===== config.mk =====
export PLATFORM = sky130hd
export DESIGN_NAME = dma_sram_rd
export DESIGN_NICKNAME = d
export VERILOG_FILES = /design/src/rtl/dma_pkg.sv /design/src/rtl/dma_sfifo.sv /design/src/rtl/dma_sram_rd.sv
export SDC_FILE = /design/constraint.sdc
export NUM_CORES = 1
export LEC_CHECK = 0
export ABC_CLOCK_PERIOD_IN_PS = 2020
export BUFFER_PORTS_ARGS = -buffer_cell sky130_fd_sc_hd__buf_2
export CELL_PAD_IN_SITES_DETAIL_PLACEMENT = 1
export CELL_PAD_IN_SITES_GLOBAL_PLACEMENT = 1
export CORE_AREA = 2 2 120 122
export CTS_BUF_LIST = sky130_fd_sc_hd__clkbuf_8
export DETAILED_ROUTE_END_ITERATION = 8
export DIE_AREA = 0 0 122 124
export GPL_ROUTABILITY_DRIVEN = 0
export PLACE_DENSITY_LB_ADDON = 0.1
export REMOVE_ABC_BUFFERS = 1
export SYNTH_ARGS = -nofsm -noshare
export SYNTH_HDL_FRONTEND = slang
export SYNTH_HIERARCHICAL = 1
export SYNTH_SLANG_ARGS = --single-unit

===== constraint.sdc =====
create_clock -name clk -period 2.02 [get_ports clk]
set_clock_uncertainty 0.2 [all_clocks]
set_input_delay 0.101 -clock clk [delete_from_list [all_inputs] [get_ports clk]]
set_output_delay 0.101 -clock clk [all_outputs]
set_load 0.01 [all_outputs]

===== src/rtl/dma_pkg.sv =====
// Shared types and FIFO sizing for the DMA SRAM read path (also used by dma_dim2).
package dma_pkg;

    typedef enum logic {
        IDLE   = 1'b0,
        ACTIVE = 1'b1
    } state_t;

    localparam int FIFO_DEPTH = 4;
    localparam int PTR_W      = $clog2(FIFO_DEPTH);
    localparam int CNT_W      = PTR_W + 1;

endpackage


===== src/rtl/dma_sfifo.sv =====
// Show-ahead FIFO of FIFO_DEPTH entries: head entry is visible on rdata_o whenever count_o != 0.
module dma_sfifo
    import dma_pkg::*;
#(
    parameter int W = 34
) (
    input  logic             clk,
    input  logic             rst,
    input  logic             push_i,
    input  logic [W-1:0]     wdata_i,
    input  logic             pop_i,
    output logic [W-1:0]     rdata_o,
    output logic [CNT_W-1:0] count_o
);

    logic [W-1:0]     mem_q [FIFO_DEPTH];
    logic [PTR_W-1:0] wr_ptr_q, rd_ptr_q;
    logic [CNT_W-1:0] count_q, count_d;

    always_comb begin
        count_d = count_q;
        case ({push_i, pop_i})
            2'b10:   count_d = count_q + CNT_W'(1);
            2'b01:   count_d = count_q - CNT_W'(1);
            default: count_d = count_q;
        endcase
    end

    // Pointers wrap naturally at FIFO_DEPTH because it is a power of two.
    always_ff @(posedge clk) begin
        if (rst) begin
            wr_ptr_q <= '0;
            rd_ptr_q <= '0;
            count_q  <= '0;
        end else begin
            if (push_i) wr_ptr_q <= wr_ptr_q + PTR_W'(1);
            if (pop_i)  rd_ptr_q <= rd_ptr_q + PTR_W'(1);
            count_q <= count_d;
        end
    end

    always_ff @(posedge clk) begin
        if (!rst && push_i) mem_q[wr_ptr_q] <= wdata_i;
    end

    assign rdata_o = mem_q[rd_ptr_q];
    assign count_o = count_q;

    a_no_underflow: assert property (@(posedge clk) disable iff (rst) !(pop_i && count_q == '0));
    a_no_overflow:  assert property (@(posedge clk) disable iff (rst) !(push_i && count_q == CNT_W'(FIFO_DEPTH)));

endmodule


===== src/rtl/dma_sram_rd.sv =====
// SRAM read engine: address stream in, show-ahead data stream out, with credit-based flow control.
// Optional beat counter enabled by defining DMA_SRAM_RD_CNT_EN.
//
// state  | meaning
// IDLE   | no transfer open; waiting for a beat marked first
// ACTIVE | transfer open; closes when the beat marked last is delivered
module dma_sram_rd
    import dma_pkg::*;
#(
    parameter int AW = 14,
    parameter int DW = 32
) (
    input  logic          clk,
    input  logic          rst,
    input  logic [AW-1:0] s_addr,
    input  logic          s_first,
    input  logic          s_last,
    input  logic          s_valid,
    output logic          s_ready,
    output logic          mem_en,
    output logic [AW-1:0] mem_addr,
    input  logic [DW-1:0] mem_rdata,
    output logic [DW-1:0] m_data,
    output logic          m_first,
    output logic          m_last,
    output logic          m_valid,
    input  logic          m_ready,
    output logic          busy,
    output logic          done,
    output logic [15:0]   beat_cnt
);

    localparam int FW = DW + 2;

    state_t           state_q, state_d;
    logic             done_q, done_d;
    logic             inflight_q, first_d_q, last_d_q;
    logic [CNT_W-1:0] fifo_cnt;
    logic [FW-1:0]    fifo_rdata;
    logic [CNT_W:0]   credit_used;
    logic             m_hs;

    // A read in flight has already claimed a FIFO slot, so it counts against the credit.
    assign credit_used = {1'b0, fifo_cnt} + {{CNT_W{1'b0}}, inflight_q};
    assign s_ready     = !rst && (credit_used < (CNT_W+1)'(FIFO_DEPTH));
    assign mem_en      = s_valid && s_ready;
    assign mem_addr    = s_addr;

    always_ff @(posedge clk) begin
        if (rst) begin
            inflight_q <= 1'b0;
            first_d_q  <= 1'b0;
            last_d_q   <= 1'b0;
        end else begin
            inflight_q <= mem_en;
            first_d_q  <= s_first;
            last_d_q   <= s_last;
        end
    end

    dma_sfifo #(.W(FW)) u_fifo (
        .clk     (clk),
        .rst     (rst),
        .push_i  (inflight_q),
        .wdata_i ({mem_rdata, first_d_q, last_d_q}),
        .pop_i   (m_hs),
        .rdata_o (fifo_rdata),
        .count_o (fifo_cnt)
    );

    assign m_valid = !rst && (fifo_cnt != '0);
    assign m_data  = fifo_rdata[FW-1:2];
    assign m_first = fifo_rdata[1];
    assign m_last  = fifo_rdata[0];
    assign m_hs    = m_valid && m_ready;

    always_ff @(posedge clk) begin
        if (rst) begin
            state_q <= IDLE;
            done_q  <= 1'b0;
        end else begin
            state_q <= state_d;
            done_q  <= done_d;
        end
    end

    always_comb begin
        state_d = state_q;
        case (state_q)
            IDLE:    if (mem_en && s_first) state_d = ACTIVE;
            ACTIVE:  if (m_hs && m_last)    state_d = IDLE;
            default: state_d = IDLE;
        endcase
    end

    always_comb begin
        busy   = (state_q == ACTIVE);
        done_d = (state_q == ACTIVE) && m_hs && m_last;
    end

    assign done = done_q;

`ifdef DMA_SRAM_RD_CNT_EN
    logic [15:0] beat_cnt_q, beat_cnt_d;

    always_comb begin
        beat_cnt_d = beat_cnt_q;
        if (m_hs) begin
            if (m_first)                    beat_cnt_d = 16'd1;
            else if (beat_cnt_q != 16'hFFFF) beat_cnt_d = beat_cnt_q + 16'd1;
        end
    end

    always_ff @(posedge clk) begin
        if (rst) beat_cnt_q <= '0;
        else     beat_cnt_q <= beat_cnt_d;
    end

    assign beat_cnt = beat_cnt_q;
`else
    assign beat_cnt = '0;
`endif

endmodule

After elaboration in Yosys (flattened, before gate mapping) --
Memories as Yosys holds them, arrays and structs flattened. A register that Yosys moved wholly into a read port is not among the register bits. Index checks and enable logic that the tools add are counted.
Storage, ports and cells: bits in writable memories 136, logic and storage cells 38, input bits 52, output and inout bits 69, register bits 12, memories 1
Memory list:
- u_fifo.mem_q | words 4, bits a word 34, read ports 1, clocked after memory_dff 1, write ports 1, line dma_sfifo.sv:16 | logic [W-1:0] mem_q [FIFO_DEPTH];
Cells by class: mux-type cells 8, $add $sub $neg 5, reduce and logical (&&, ||, !) cells 12, equal/unequal tests 2, $lt $le $gt $ge 1, bitwise operators 1
Operator list (count):
- 1-bit logical AND | 9
- 3-bit one-hot mux with 2 select lines | 1
- 2-bit by 1-bit adder with 2-bit output, second input constant | 2
- 3-bit by 1-bit adder with 4-bit output | 1
- 4-bit by 3-bit < comparator with 1-bit output, second input constant | 1
- 1-bit two-way mux | 4
- 2-bit two-way mux | 2
- 3-bit by 1-bit adder with 3-bit output, second input constant | 1
- 3-bit nonzero test | 1
- 3-bit by 1-bit subtractor with 3-bit output, second input constant | 1
- 2-bit by 1-bit equality test with 1-bit output, second input constant | 1
- 2-bit equality test, second input constant | 1
- 1-bit one-hot mux with 2 select lines | 1
- 2-bit nonzero test | 1
- 1-bit zero test | 1
- 1-bit NOT | 1

Longest topological paths before layout --
Gate-level depths: netlist (run 1).
word-level depth 7, depth in mapped cells 7, depth with buffers taken out 7

Hierarchy --
The synthesis (run 1) kept the hierarchy.
Modules (own cells, without submodules):
- dma_sfifo | sequential area each 4264.1 sq um, area each 5371.4 sq um, times used 1, cells an instance 220
- dma_sram_rd | sequential area each 100.1 sq um, area each 417.9 sq um, times used 1, cells an instance 49

Least setup slack after synthesis (run 1) --
No wires, ideal clock.
path kind reg-to-reg, start register u_fifo.count_q[0], in the netlist u_fifo/count_o[0], end register u_fifo.count_q[2], in the netlist u_fifo/count_o[2], clock period less this slack 2.164 ns, library setup time 0.070 ns, path slack -0.144 ns, data required time 1.750 ns, arrival 1.894 ns, stages on the path, launching flop included 8, path buffers 0, path through dfxtp_1 nor3_1 nor3b_1 ha_1 fa_1 xnor2_1 or3_1 a21oi_1
On the way: cells in the longest elaborated chain, start to end 5, elaborated cells between the ends (all ways) 9, classes of those cells add/sub (2); eq/ne (2); mux (1); reduce/logical (4)
Ends and longest elaborated chain:
- start, declared | line dma_sfifo.sv:18 | logic [CNT_W-1:0] count_q, count_d;
- start signal, assigned | line dma_sfifo.sv:38 | count_q <= count_d;
- 3-bit nonzero test (*) | line dma_sram_rd.sv:71 | assign m_valid = !rst && (fifo_cnt != '0);
- 1-bit logical AND (*) | line dma_sram_rd.sv:71
- 1-bit logical AND (*) | line dma_sram_rd.sv:75 | assign m_hs = m_valid && m_ready;
- via m_hs | line dma_sram_rd.sv:41 | logic m_hs;
- 2-bit by 1-bit equality test with 1-bit output / 2-bit equality test (equally long branches) | line dma_sfifo.sv:22 | case ({push_i, pop_i})
- 3-bit one-hot mux with 2 select lines / 2-bit nonzero test (equally long branches)
The timed path passes the listed nets; every way through them passes the cells marked *. A chain may end at the register's enable or synchronous reset.

==> key figures, run 1 <==
Yosys
  – Seq/Total Area, Yosys: 0.7538
  – Yosys reg bits: 150
  – Most used DFF post-synth: edfxtp_1
  – Post-Syn Area: slightly below 6000 sq um
  – Avg Inst Size Synth: 21.52 sq um
  – Asr flop ratio synth: 0
  – Synth cell types: 30
  – Cells after Synth: around 270
  – EDFF count, synth: ~140
  – YS warnings: 6

Min path
  – Hold path depth: 0
  – Hold path startpoint: s_addr[0]
  – Hold Crit Class: in2out
  – Hold endpoint: mem_addr[0]

Timing
  – Setup WS post-layout: between 0.003 and 0.004 ns
  – Hold_ws: roughly 0.0021 ns
  – Fin crit period: between 2 and 2.5 ns
  – Setup TNS: 0 ns
  – Peak Freq: roughly 500 MHz
  – Final Cycle Share: 0.9982
  – Final hold vios: 0
  – Setup violators final: 0
  – RSZ-0062 raised after global routing: yes
  – Max Slew Vio Count: 0

Floorplanning
  – Die Y: 124 um
  – Initial Util: 0.4220
  – I/O pin cnt: between 100 and 150
  – Die X: ~120 um
  – Total core area: ~14000 sq um
  – FP Rows: 43
  – Die area: 15130 sq um

Global route
  – Initial antenna violation count: 0
  – GR Overflow Total: 0
  – Met2 Resource Use GR: 0.2682
  – First-pass GRT wire length: between 15000 and 20000 um
  – Grt met1 use: 0.1880
  – GRT busiest layer: met2
  – Vias in the first global route: 3131
  – Met3 GRT Util: 0.05952
  – Largest net degree at the start of global routing: 19
  – GRT Util Overall: 0.1590

CTS
  – CTS clk-pin slew, worst paths: 0.07 ns
  – TritonCTS clock tree: yes
  – Total clock sinks: 150
  – CTS Buffer Depth: 2
  – Worst-Skew Late Latency: 0.43 ns
  – CTS Root Cell: clkbuf_8
  – Clock H-tree levels: 4
  – Num CTS Buffers: 17

Place
  – Worst slack, placed: -0.1510 ns
  – DP HPWL: between 6000 and 7000 um
  – Placed inst area: 6422 sq um
  – IO buf count: 76

Power and ir drop
  – VDD IR-drop max: 0.0004335 V
  – PD cells: about 860 nW/um^2
  – Leakage power: about 0.0026 uW

Critical path
  – Required time worst endpoint: 1.72 ns
  – Crit path arrival time: 1.72 ns
  – Reg-to-reg startpoint: u_fifo/count_o[1]
  – Reg-to-Reg End: u_fifo/count_o[2]
  – Crit-path max FO: 14
  – Crit end category: output port
  – Register-to-Register Path Depth: 7
  – Startpoint Class: flop
  – Register-to-register setup slack: about 0.03 ns
  – Crit Path Category: reg2out

Drt
  – Total wire length: ~11000 um
  – Drt first pass iters: 4
  – WL/cell: about 18 um
  – # DRC: 0
  – DR iter-0 viols: between 150 and 200
  – Routed Antenna Nets: 0
  – Via density: approximately 4.7
  – Vias: between 2000 and 3000

Flow run
  – Maximum Capacitance Violations: 0

Cells and area
  – Nets: ~460
  – Layout area overhead: 27.90%
  – Commonest non-fill, non-tap cells in the layout: edfxtp_1, buf_2, dlygate4sd3_1, mux4_2, buf_6
  – Fin area: about 7400 sq um
  – Antenna cells: 0
  – Commonest non-fill, non-tap cell in the layout: edfxtp_1
  – Layout cell share with drive strength beyond 1: 0.4255

Outcome
  – Status: complete, no violations
==> registers in the layout (all words and copies together) (netlist names), named ones only <==
name and cells:
last_d_q 1, busy 1, done 1, u_fifo/mem_q 136
u_fifo/count_o 3, inflight_q 1, u_fifo/rd_ptr_q 2, u_fifo/wr_ptr_q 2
first_d_q 1
==> layer usage <==
layer,wire [um],part of all wire,vias up
li1,-,-,1285
met1,4515,0.41,1441
met2,5771,0.53,92
met3,598,0.054,5
met4,89,0.0081,0
met5,0,0,-
==> synthesized netlist by cell type (2+ instances only) <==
master	n	area share
clkbuf_1	2	0.0013
nor2_1	9	0.0058
nand2_1	2	0.0013
buf_2	3	0.0026
xnor2_1	3	0.0045
edfxtp_1	136	0.71
buf_12	3	0.010
a21oi_1	2	0.0017
xor2_1	2	0.0030
and2_2	2	0.0026
mux4_1	4	0.018
buf_4	30	0.039
and2_1	4	0.0043
mux4_2	30	0.12
ha_1	5	0.011
inv_1	3	0.0019
o21ai_0	2	0.0017
mux2i_1	2	0.0035
dfxtp_1	14	0.048
==> stage by stage <==
step                power [uW]    util  cells
detailed placement        4031  0.4681    522
finish                    6352  0.5397    596
global placement          4015  0.4681    522
floorplan                 3783       -    245
global route              6619  0.5397    596
CTS                       6397  0.5313    594
==> worst max-delay path, cell delays in order (launching register included) <==
cell and delay (ns):
dfxtp_4 0.40, buf_12 0.18, mux4_2 0.55, buf_6 0.14
==> final cells by class <==
class	count	area (sq um)
Clock buffer	17	234.0
Clock inverter	15	160.2
Fill cell	1271	6315
Inverter	3	11.26
Multi-Input combinational cell	92	1166
Sequential cell	150	4370
Tap cell	180	225.2
Timing Repair Buffer	139	1237
==> worst max-delay path by stage <==
| stage | startpoint | end | slack [ns] |
|---|---|---|---|
| final | flop | m_first | 0.004 |
| after global routing | flop | m_first | -0.08 |
| after CTS | u_fifo/count_o[2] | u_fifo/count_o[2] | -0.09 |
| after detailed placement | u_fifo/count_o[0] | u_fifo/count_o[2] | -0.15 |
| after global placement | u_fifo/count_o[0] | u_fifo/count_o[2] | -0.02 |
| after floorplan | flop | busy | -0.71 |
==> logic make-up after synthesis <==
family	after synthesis	share of synthesized area
buffers and inverters	42	0.05706
other	1	0.0006477
adders and majority gates	6	0.01426
AOI/OAI and AO/OA	5	0.006051
DFF	150	0.7538
muxes	36	0.1383
xor gates and xnor gates	5	0.007566
and+or+nand+nor	24	0.02226
==> timing repair <==
| item | 4_1_cts | 5_1_grt |
|---|---|---|
| pin swaps | 1 | 2 |
| resized for setup | 20 | 19 |
| hold buffers | 39 | 0 |
| setup endpoints to repair | 34 | 34 |
| buffers inserted | 1 | 2 |
| hold endpoints to repair | 142 | 0 |
==> where the power goes <==
group / internal (uW) / switching (uW)
Clock: 1200 / 1060
Sequential: 3440 / 29.8
Combinational: 355 / 268
Total: 5000 / 1360
Power figures use the tool's default switching activity.
==> inputs of run 2 (changes only) <==
--- a/config.mk
+++ b/config.mk
@@ -5,16 +5,16 @@
 export SDC_FILE = /design/constraint.sdc
 export NUM_CORES = 1
 export LEC_CHECK = 0
+export ABC_AREA = 1
 export ABC_CLOCK_PERIOD_IN_PS = 2020
 export BUFFER_PORTS_ARGS = -buffer_cell sky130_fd_sc_hd__buf_2
-export CELL_PAD_IN_SITES_DETAIL_PLACEMENT = 1
-export CELL_PAD_IN_SITES_GLOBAL_PLACEMENT = 1
-export CORE_AREA = 2 2 120 122
+export CORE_AREA = 2 2 113 115
 export CTS_BUF_LIST = sky130_fd_sc_hd__clkbuf_8
+export CTS_CLUSTER_SIZE = 10
 export DETAILED_ROUTE_END_ITERATION = 8
-export DIE_AREA = 0 0 122 124
+export DIE_AREA = 0 0 115 117
 export GPL_ROUTABILITY_DRIVEN = 0
-export PLACE_DENSITY_LB_ADDON = 0.1
+export PLACE_DENSITY = 0.77
 export REMOVE_ABC_BUFFERS = 1
 export SYNTH_ARGS = -nofsm -noshare
 export SYNTH_HDL_FRONTEND = slang
==> key figures, run 2 <==
Cells and area
  – Layout area overhead: 21.83% (was 27.90%)
  – Commonest non-fill, non-tap cell in the layout: edfxtp_1 (unchanged)
  – Max FFs per register: 136 (unchanged)
  – Fill count: 917 (was 1271)
  – Commonest non-fill, non-tap cells in the layout: edfxtp_1, buf_2, o21ai_0, nor2_1, dlygate4sd3_1 (was edfxtp_1, buf_2, dlygate4sd3_1, mux4_2, buf_6)
  – Nets: 625 (was 461)
  – Antenna cells: 0 (unchanged)
  – Largest reg by FF count: u_fifo/mem_q (unchanged)
  – Layout cell share with drive strength beyond 1: 0.3057 (was 0.4255)

Global route
  – Largest net degree at the start of global routing: 31 (was 19)
  – GR Overflow Total: 0 (unchanged)
  – Initial antenna violation count: 0 (unchanged)
  – Vias in the first global route: 3814 (was 3131)
  – GRT Util Overall: 0.1869 (was 0.1590)
  – First-pass GRT wire length: 18620 um (was 17070 um)

Critical path
  – Crit Path Category: reg2out (unchanged)
  – Reg-to-Reg End: u_fifo/count_o[2] (unchanged)
  – Startpoint Class: flop (unchanged)
  – CP max stage delay: 0.39 ns (was 0.55 ns)
  – Required time worst endpoint: 1.72 ns (about the same)
  – Register-to-Register Path Depth: 11 (was 7)
  – CP max stage cell: dfxtp_4 (was mux4_2)
  – Crit-path cells: inv_8 -> buf_12 -> o21ai_0 -> o22ai_1 -> buf_2 (was buf_12 -> mux4_2 -> buf_6)
  – Crit-path max FO: 22 (was 14)
  – Register-to-register setup slack: 0.13 ns (was 0.03 ns)
  – Crit path arrival time: 1.61 ns (was 1.72 ns)
  – CP top delay family: buffers and inverters (was multiplexers)
  – Critical path buffers and inverters: 3 (was 2)
  – Reg-to-reg startpoint: u_fifo/count_o[1] (unchanged)
  – Crit end category: output port (unchanged)

Floorplanning
  – Die X: 115 um (was 122 um)
  – Total core area: 12310 sq um (was 13720 sq um)
  – Die Y: 117 um (was 124 um)
  – Die area: 13460 sq um (was 15130 sq um)
  – FP Rows: 41 (was 43)
  – Initial Util: 0.4981 (was 0.4220)
  – I/O pin cnt: 121 (unchanged)

Yosys
  – Main combinational cell family by area after synthesis: compound AO/OA/AOI/OAI gates (was multiplexers)
  – Post-synthesis compound-gate area fraction: 0.1179 (was 0.006051)
  – Adder-Cell Fraction of Synth Area: 0.01347 (was 0.01426)
  – Synth top area share: 0.6660 (was 0.7054)
  – Seq/Total Area, Yosys: 0.7117 (was 0.7538)
  – Post-synthesis mux area share: 0 (was 0.1383)
  – Simple-Gate Fraction of Synth Area: 0.07468 (was 0.02226)
  – XOR/XNOR share of the synthesized area: 0.001428 (was 0.007564)
  – Most common cell in the synthesized netlist: edfxtp_1 (unchanged)
  – Asr flop ratio synth: 0 (unchanged)
  – Top post-synthesis cells by area: edfxtp_1, o21ai_0, dfxtp_1 (was edfxtp_1, mux4_2, dfxtp_1)
  – Yosys reg bits: 150 (unchanged)
  – Cell taking the most area after synthesis: edfxtp_1 (unchanged)
  – Cells after Synth: 449 (was 269)
  – Most used DFF post-synth: edfxtp_1 (unchanged)
  – Avg Inst Size Synth: 13.66 sq um (was 21.52 sq um)
  – Synth cell types: 25 (was 30)
  – Top cells by count, synth: edfxtp_1, o21ai_0, nor2_1 (was edfxtp_1, buf_4, mux4_2)
  – YS warnings: 6 (unchanged)
  – EDFF count, synth: 136 (unchanged)
  – Post-Syn Area: 6132 sq um (was 5789 sq um)

Timing
  – RSZ-0062 raised after global routing: no (was yes)
  – Setup WS post-layout: 0.1127 ns (was 0.003601 ns)
  – Peak Freq: 524.3 MHz (was 495.9 MHz)
  – Max Slew Vio Count: 0 (unchanged)
  – Setup violators final: 0 (unchanged)
  – Fin crit period: 1.907 ns (was 2.016 ns)
  – Final hold vios: 0 (unchanged)
  – Final Cycle Share: 0.9442 (was 0.9982)

Place
  – Worst slack, placed: -0.04400 ns (was -0.1510 ns)
  – DP HPWL: 7427 um (was 6948 um)
  – IO buf count: 76 (unchanged)

Min path
  – Hold path startpoint: s_addr[0] (unchanged)
  – Hold path depth: 0 (unchanged)
  – Hold Crit Class: in2out (unchanged)
  – Hold endpoint: mem_addr[0] (unchanged)

Flow run
  – Maximum Capacitance Violations: 0 (unchanged)

Drt
  – WL/cell: 16.53 um (was 18.41 um)
  – DR iter-0 viols: 283 (was 160)
  – # DRC: 0 (unchanged)
  – Vias: 3752 (was 2823)
  – Total wire length: 12050 um (was 10970 um)
  – Routed Antenna Nets: 0 (unchanged)
  – Drt first pass iters: 4 (unchanged)
  – Via density: 5.147 (was 4.737)

CTS
  – CTS clk-pin slew, worst paths: 0.07 ns (about the same)
  – TritonCTS clock tree: yes (unchanged)
  – Setup bufs post-CTS: 0 (was 1)
  – CTS Buffer Depth: 2 (unchanged)
  – CTS Root Cell: clkbuf_8 (unchanged)
  – Worst-Skew Late Latency: 0.43 ns (about the same)
  – Total clock sinks: 150 (unchanged)
  – Clock H-tree levels: 4 (unchanged)
  – Num CTS Buffers: 17 (unchanged)

Power and ir drop
  – PD cells: 858.1 nW/um^2 (was 857.9 nW/um^2)
  – Power after layout: 6411 uW (was 6352 uW)
  – Switching Fraction: 0.2279 (was 0.2134)
  – Leakage power: 0.002779 uW (was 0.002587 uW)
  – NetSw: 1461 uW (was 1355 uW)
  – Seq pwr share: 0.544 (was 0.546)
  – Pint: 4950 uW (was 4997 uW)
  – Clk network pwr share: 0.339 (was 0.356)
  – Comb power frac: 0.117 (was 0.098)
  – VDD IR-drop max: 0.0005210 V (was 0.0004335 V)

Outcome
  – Status: complete, no violations (unchanged)
[run 2: changes by cell type after synthesis, sizes merged, moves of 3 or more]
cell / previous run / this run
and2: 6 / 0
xnor2: 3 / 0
inv: 3 / 25
mux4: 34 / 0
nand4: 0 / 3
nor2: 9 / 88
nand2: 2 / 12
o21ai: 2 / 73
buf: 37 / 49
o22ai: 0 / 34
[run 2: kinds of logic after synthesis]
group / Yosys count
flops: 150
compound gates: 111
simple gates: 104
buf+inv: 76
fa+ha+maj: 6
xor+xnor: 1
other cells: 1
[run 2: cell type report]
type | count | area, sq um | share of cell area
Clock inverter | 14 | 143.9 | 0.01926
Multi-Input combinational cell | 238 | 1384 | 0.1852
Clock buffer | 17 | 234.0 | 0.03132
Tap cell | 150 | 187.7 | 0.02512
Inverter | 25 | 101.3 | 0.01357
Timing Repair Buffer | 135 | 1046 | 0.1400
Sequential cell | 150 | 4374 | 0.5855
[run 2: power by group through the flow]
stage / sequential, uW / combinational (uW) / clock [uW]
3_5_place_dp: 3550 / 648 / 0
4_1_cts: 3480 / 715 / 2240
6_report: 3480 / 750 / 2180
3_3_place_gp: 3540 / 619 / 0
2_1_floorplan: 3570 / 330 / 0
5_1_grt: 3490 / 833 / 2350
[run 2: stage by stage]
step / TNS (ns) / hold slack (ns) / area [sq um] / cells / util
6_report: 0 / 0.002100 / 7471 / 729 / 0.6068
5_1_grt: 0 / 0.002083 / 7471 / 729 / 0.6068
4_1_cts: 0 / 0.002158 / 7387 / 728 / 0.6000
3_5_place_dp: -0.07554 / 0.002158 / 6593 / 657 / 0.5355
3_3_place_gp: 0 / 0.002158 / 6593 / 657 / 0.5355
2_1_floorplan: -95.71 / -0.02782 / 5796 / 413 / -
[run 2: worst max-delay path by stage]
stage,startpoint,end,depth (start not counted)
after global placement,u_fifo/count_o[1],u_fifo/count_o[2],11
after CTS,flop,m_data[6],5
after detailed placement,u_fifo/count_o[2],u_fifo/count_o[1],8
after global routing,u_fifo/count_o[1],u_fifo/count_o[2],11
final,flop,m_first,5
after floorplan,u_fifo/wr_ptr_q[0],u_fifo/mem_q[2][0],4
[run 2: repair_timing]
item / in CTS / in global routing
resized for setup: 7 / 18
endpoints found under the hold margin: 142 / 0
hold buffers: 40 / 0
setup endpoints to repair: 29 / 26
pin swaps: 0 / 0
cloned: 0 / 1
[run 2: layer usage]
metal / routed length [um] / GRT usage
met2: 6335 / 0.3231
met3: 627 / 0.06385
met4: 80 / 0.06024
met5: 0 / 0
met1: 5010 / 0.2216
==> inputs of run 3 (changes only) <==
--- a/config.mk
+++ b/config.mk
@@ -8,13 +8,13 @@
 export ABC_AREA = 1
 export ABC_CLOCK_PERIOD_IN_PS = 2020
 export BUFFER_PORTS_ARGS = -buffer_cell sky130_fd_sc_hd__buf_2
-export CORE_AREA = 2 2 113 115
+export CORE_AREA = 2 2 136 138
 export CTS_BUF_LIST = sky130_fd_sc_hd__clkbuf_8
 export CTS_CLUSTER_SIZE = 10
 export DETAILED_ROUTE_END_ITERATION = 8
-export DIE_AREA = 0 0 115 117
+export DIE_AREA = 0 0 138 140
 export GPL_ROUTABILITY_DRIVEN = 0
-export PLACE_DENSITY = 0.77
+export HOLD_SLACK_MARGIN = 0.12
 export REMOVE_ABC_BUFFERS = 1
 export SYNTH_ARGS = -nofsm -noshare
 export SYNTH_HDL_FRONTEND = slang
==> key figures, run 3 (synthesis gave the netlist of run 2 again) <==
Outcome
  – Status: complete, no violations (unchanged)

Drt
  – # DRC: 0 (unchanged)
  – Routed Antenna Nets: 0 (unchanged)
  – Total wire length: 13010 um (was 12050 um)
  – Via density: 4.606 (was 5.147)
  – Vias: 3800 (was 3752)
  – WL/cell: 15.76 um (was 16.53 um)
  – DR iter-0 viols: 214 (was 283)
  – Drt first pass iters: 4 (unchanged)

Place
  – Placed inst area: 6706 sq um (was 6593 sq um)
  – DP HPWL: 7840 um (was 7427 um)
  – IO buf count: 76 (unchanged)
  – Placed cells: 738 (was 657)

Timing
  – Peak Freq: 512.1 MHz (was 524.3 MHz)
  – Final Cycle Share: 0.9667 (was 0.9442)
  – RSZ-0062 raised after global routing: yes (was no)
  – Hold_ws: 0.2120 ns (was 0.002100 ns)
  – Setup violators final: 0 (unchanged)
  – Max Slew Vio Count: 0 (unchanged)
  – Fin crit period: 1.953 ns (was 1.907 ns)
  – Final hold vios: 0 (unchanged)

CTS
  – Clock H-tree levels: 4 (unchanged)
  – Total clock sinks: 150 (unchanged)
  – Setup bufs post-CTS: 0 (unchanged)
  – CTS Buffer Depth: 2 (unchanged)
  – Num CTS Buffers: 17 (unchanged)
  – CTS Root Cell: clkbuf_8 (unchanged)
  – TritonCTS clock tree: yes (unchanged)
  – Worst-Skew Late Latency: 0.44 ns (was 0.43 ns)
  – CTS clk-pin slew, worst paths: 0.08 ns (was 0.07 ns)

Min path
  – Hold path depth: 2 (was 0)
  – Hold path startpoint: mem_rdata[12] (was s_addr[0])
  – Hold Crit Class: in2reg (was in2out)
  – Hold endpoint: u_fifo/mem_q[3][14] (was mem_addr[0])

Cells and area
  – Commonest non-fill, non-tap cell in the layout: edfxtp_1 (unchanged)
  – Commonest non-fill, non-tap cells in the layout: edfxtp_1, buf_2, o21ai_0, nor2_1, dlygate4sd3_1 (unchanged)
  – Fill count: 1631 (was 917)
  – Fin area: 7801 sq um (was 7471 sq um)
  – Nets: 641 (was 625)
  – Area of the multi-input gates: 1390 sq um (was 1384 sq um)
  – Largest reg by FF count: u_fifo/mem_q (unchanged)
  – Max FFs per register: 136 (unchanged)
  – Finished Layout Cells: 825 (was 729)
  – Layout cell share with drive strength beyond 1: 0.3054 (was 0.3057)
  – Layout area overhead: 27.22% (was 21.83%)
  – Area taken by flip-flops and latches: 4372 sq um (was 4374 sq um)
  – Antenna cells: 0 (unchanged)

Critical path
  – CP max stage delay: 0.39 ns (about the same)
  – Critical path buffers and inverters: 3 (unchanged)
  – Crit-path cells: inv_8 -> buf_12 -> o21ai_0 -> o22ai_1 -> buf_2 (unchanged)
  – Startpoint Class: flop (unchanged)
  – Required time worst endpoint: 1.72 ns (about the same)
  – CP top delay family: buffers and inverters (unchanged)
  – Crit path arrival time: 1.65 ns (was 1.61 ns)
  – Crit Path Category: reg2out (unchanged)
  – Register-to-register setup slack: 0.09 ns (was 0.13 ns)
  – Register-to-Register Path Depth: 8 (was 11)
  – Crit-path max FO: 20 (was 22)
  – Reg-to-Reg End: u_fifo/count_o[1] (was u_fifo/count_o[2])
  – CP max stage cell: dfxtp_4 (unchanged)
  – Crit end category: output port (unchanged)
  – Reg-to-reg startpoint: u_fifo/count_o[1] (unchanged)

Global route
  – GR Overflow Total: 0 (unchanged)
  – First-pass GRT wire length: 20420 um (was 18620 um)
  – Grt met1 use: 0.1643 (was 0.2216)
  – GRT busiest layer: met2 (unchanged)
  – GRT Util Overall: 0.1374 (was 0.1869)
  – Met3 GRT Util: 0.03932 (was 0.06385)
  – Vias in the first global route: 3969 (was 3814)
  – Met2 Resource Use GR: 0.2415 (was 0.3231)
  – Initial antenna violation count: 0 (unchanged)
  – Largest net degree at the start of global routing: 37 (was 31)

Floorplanning
  – Die X: 138 um (was 115 um)
  – Die Y: 140 um (was 117 um)
  – FP Rows: 49 (was 41)
  – Die area: 19320 sq um (was 13460 sq um)
  – Total core area: 17780 sq um (was 12310 sq um)
  – Initial Util: 0.3449 (was 0.4981)
  – I/O pin cnt: 121 (unchanged)

Power and ir drop
  – PD cells: 860.5 nW/um^2 (was 858.1 nW/um^2)
  – VDD IR-drop max: 0.0003668 V (was 0.0005210 V)
  – Leakage power: 0.002893 uW (was 0.002779 uW)
  – Power after layout: 6713 uW (was 6411 uW)

Flow run
  – Maximum Capacitance Violations: 0 (unchanged)
## run 3: changes by cell type in the layout (fill, tap and decap cells not counted), sizes merged
cell / delta
clkinv: -6
buf: +2
inv: +3
dlygate4sd3: +14
bufinv: +1
clkbuf: +3
## run 3: worst max-delay path by stage
stage                         endpoint  slack, ns  cells after the start
finish                      m_data[31]       0.07                      5
global route                m_data[31]      -0.02                      5
CTS                          m_data[1]      -0.01                      5
detailed placement   u_fifo/count_o[1]      -0.05                      8
global placement     u_fifo/count_o[2]       0.11                     11
floorplan           u_fifo/mem_q[2][0]      -0.63                      4
## run 3: routing by layer
layer	share of wire	routed length (um)	vias up
li1	-	-	1833
met1	0.42	5495	1854
met2	0.52	6708	100
met3	0.049	638	13
met4	0.013	163	0
met5	0	0	-
## run 3: timing repair
item                                    CTS  global route
resized for setup                        14            12
endpoints found under the setup margin   19            22
hold buffers                             54             0
pin swaps                                 1             3
cloned                                    0             1
hold endpoints to repair                156             0
## run 3: layout make-up
cell class	instances	area share
repair buffers	151	0.1551
clock buffers	20	0.03528
inverters	25	0.01331
well taps	229	0.03673
flip-flops and latches	150	0.5604
multi-input cells	238	0.1782
clock inverters	12	0.02101
## run 3: report_power, final
group	internal [uW]	total (uW)	switching [uW]
clock network	1430	2430	1010
registers	3450	3480	34.9
logic	343	795	452
## run 3: stage by stage
step                setup WS (ns)   TNS, ns    util
global route             -0.01628  -0.02214  0.4388
global placement           0.1071         0  0.3772
floorplan                 -0.6270    -95.71       -
detailed placement       -0.05500  -0.08084  0.3772
finish                    0.06717         0  0.4388
CTS                      -0.01150  -0.03697  0.4351
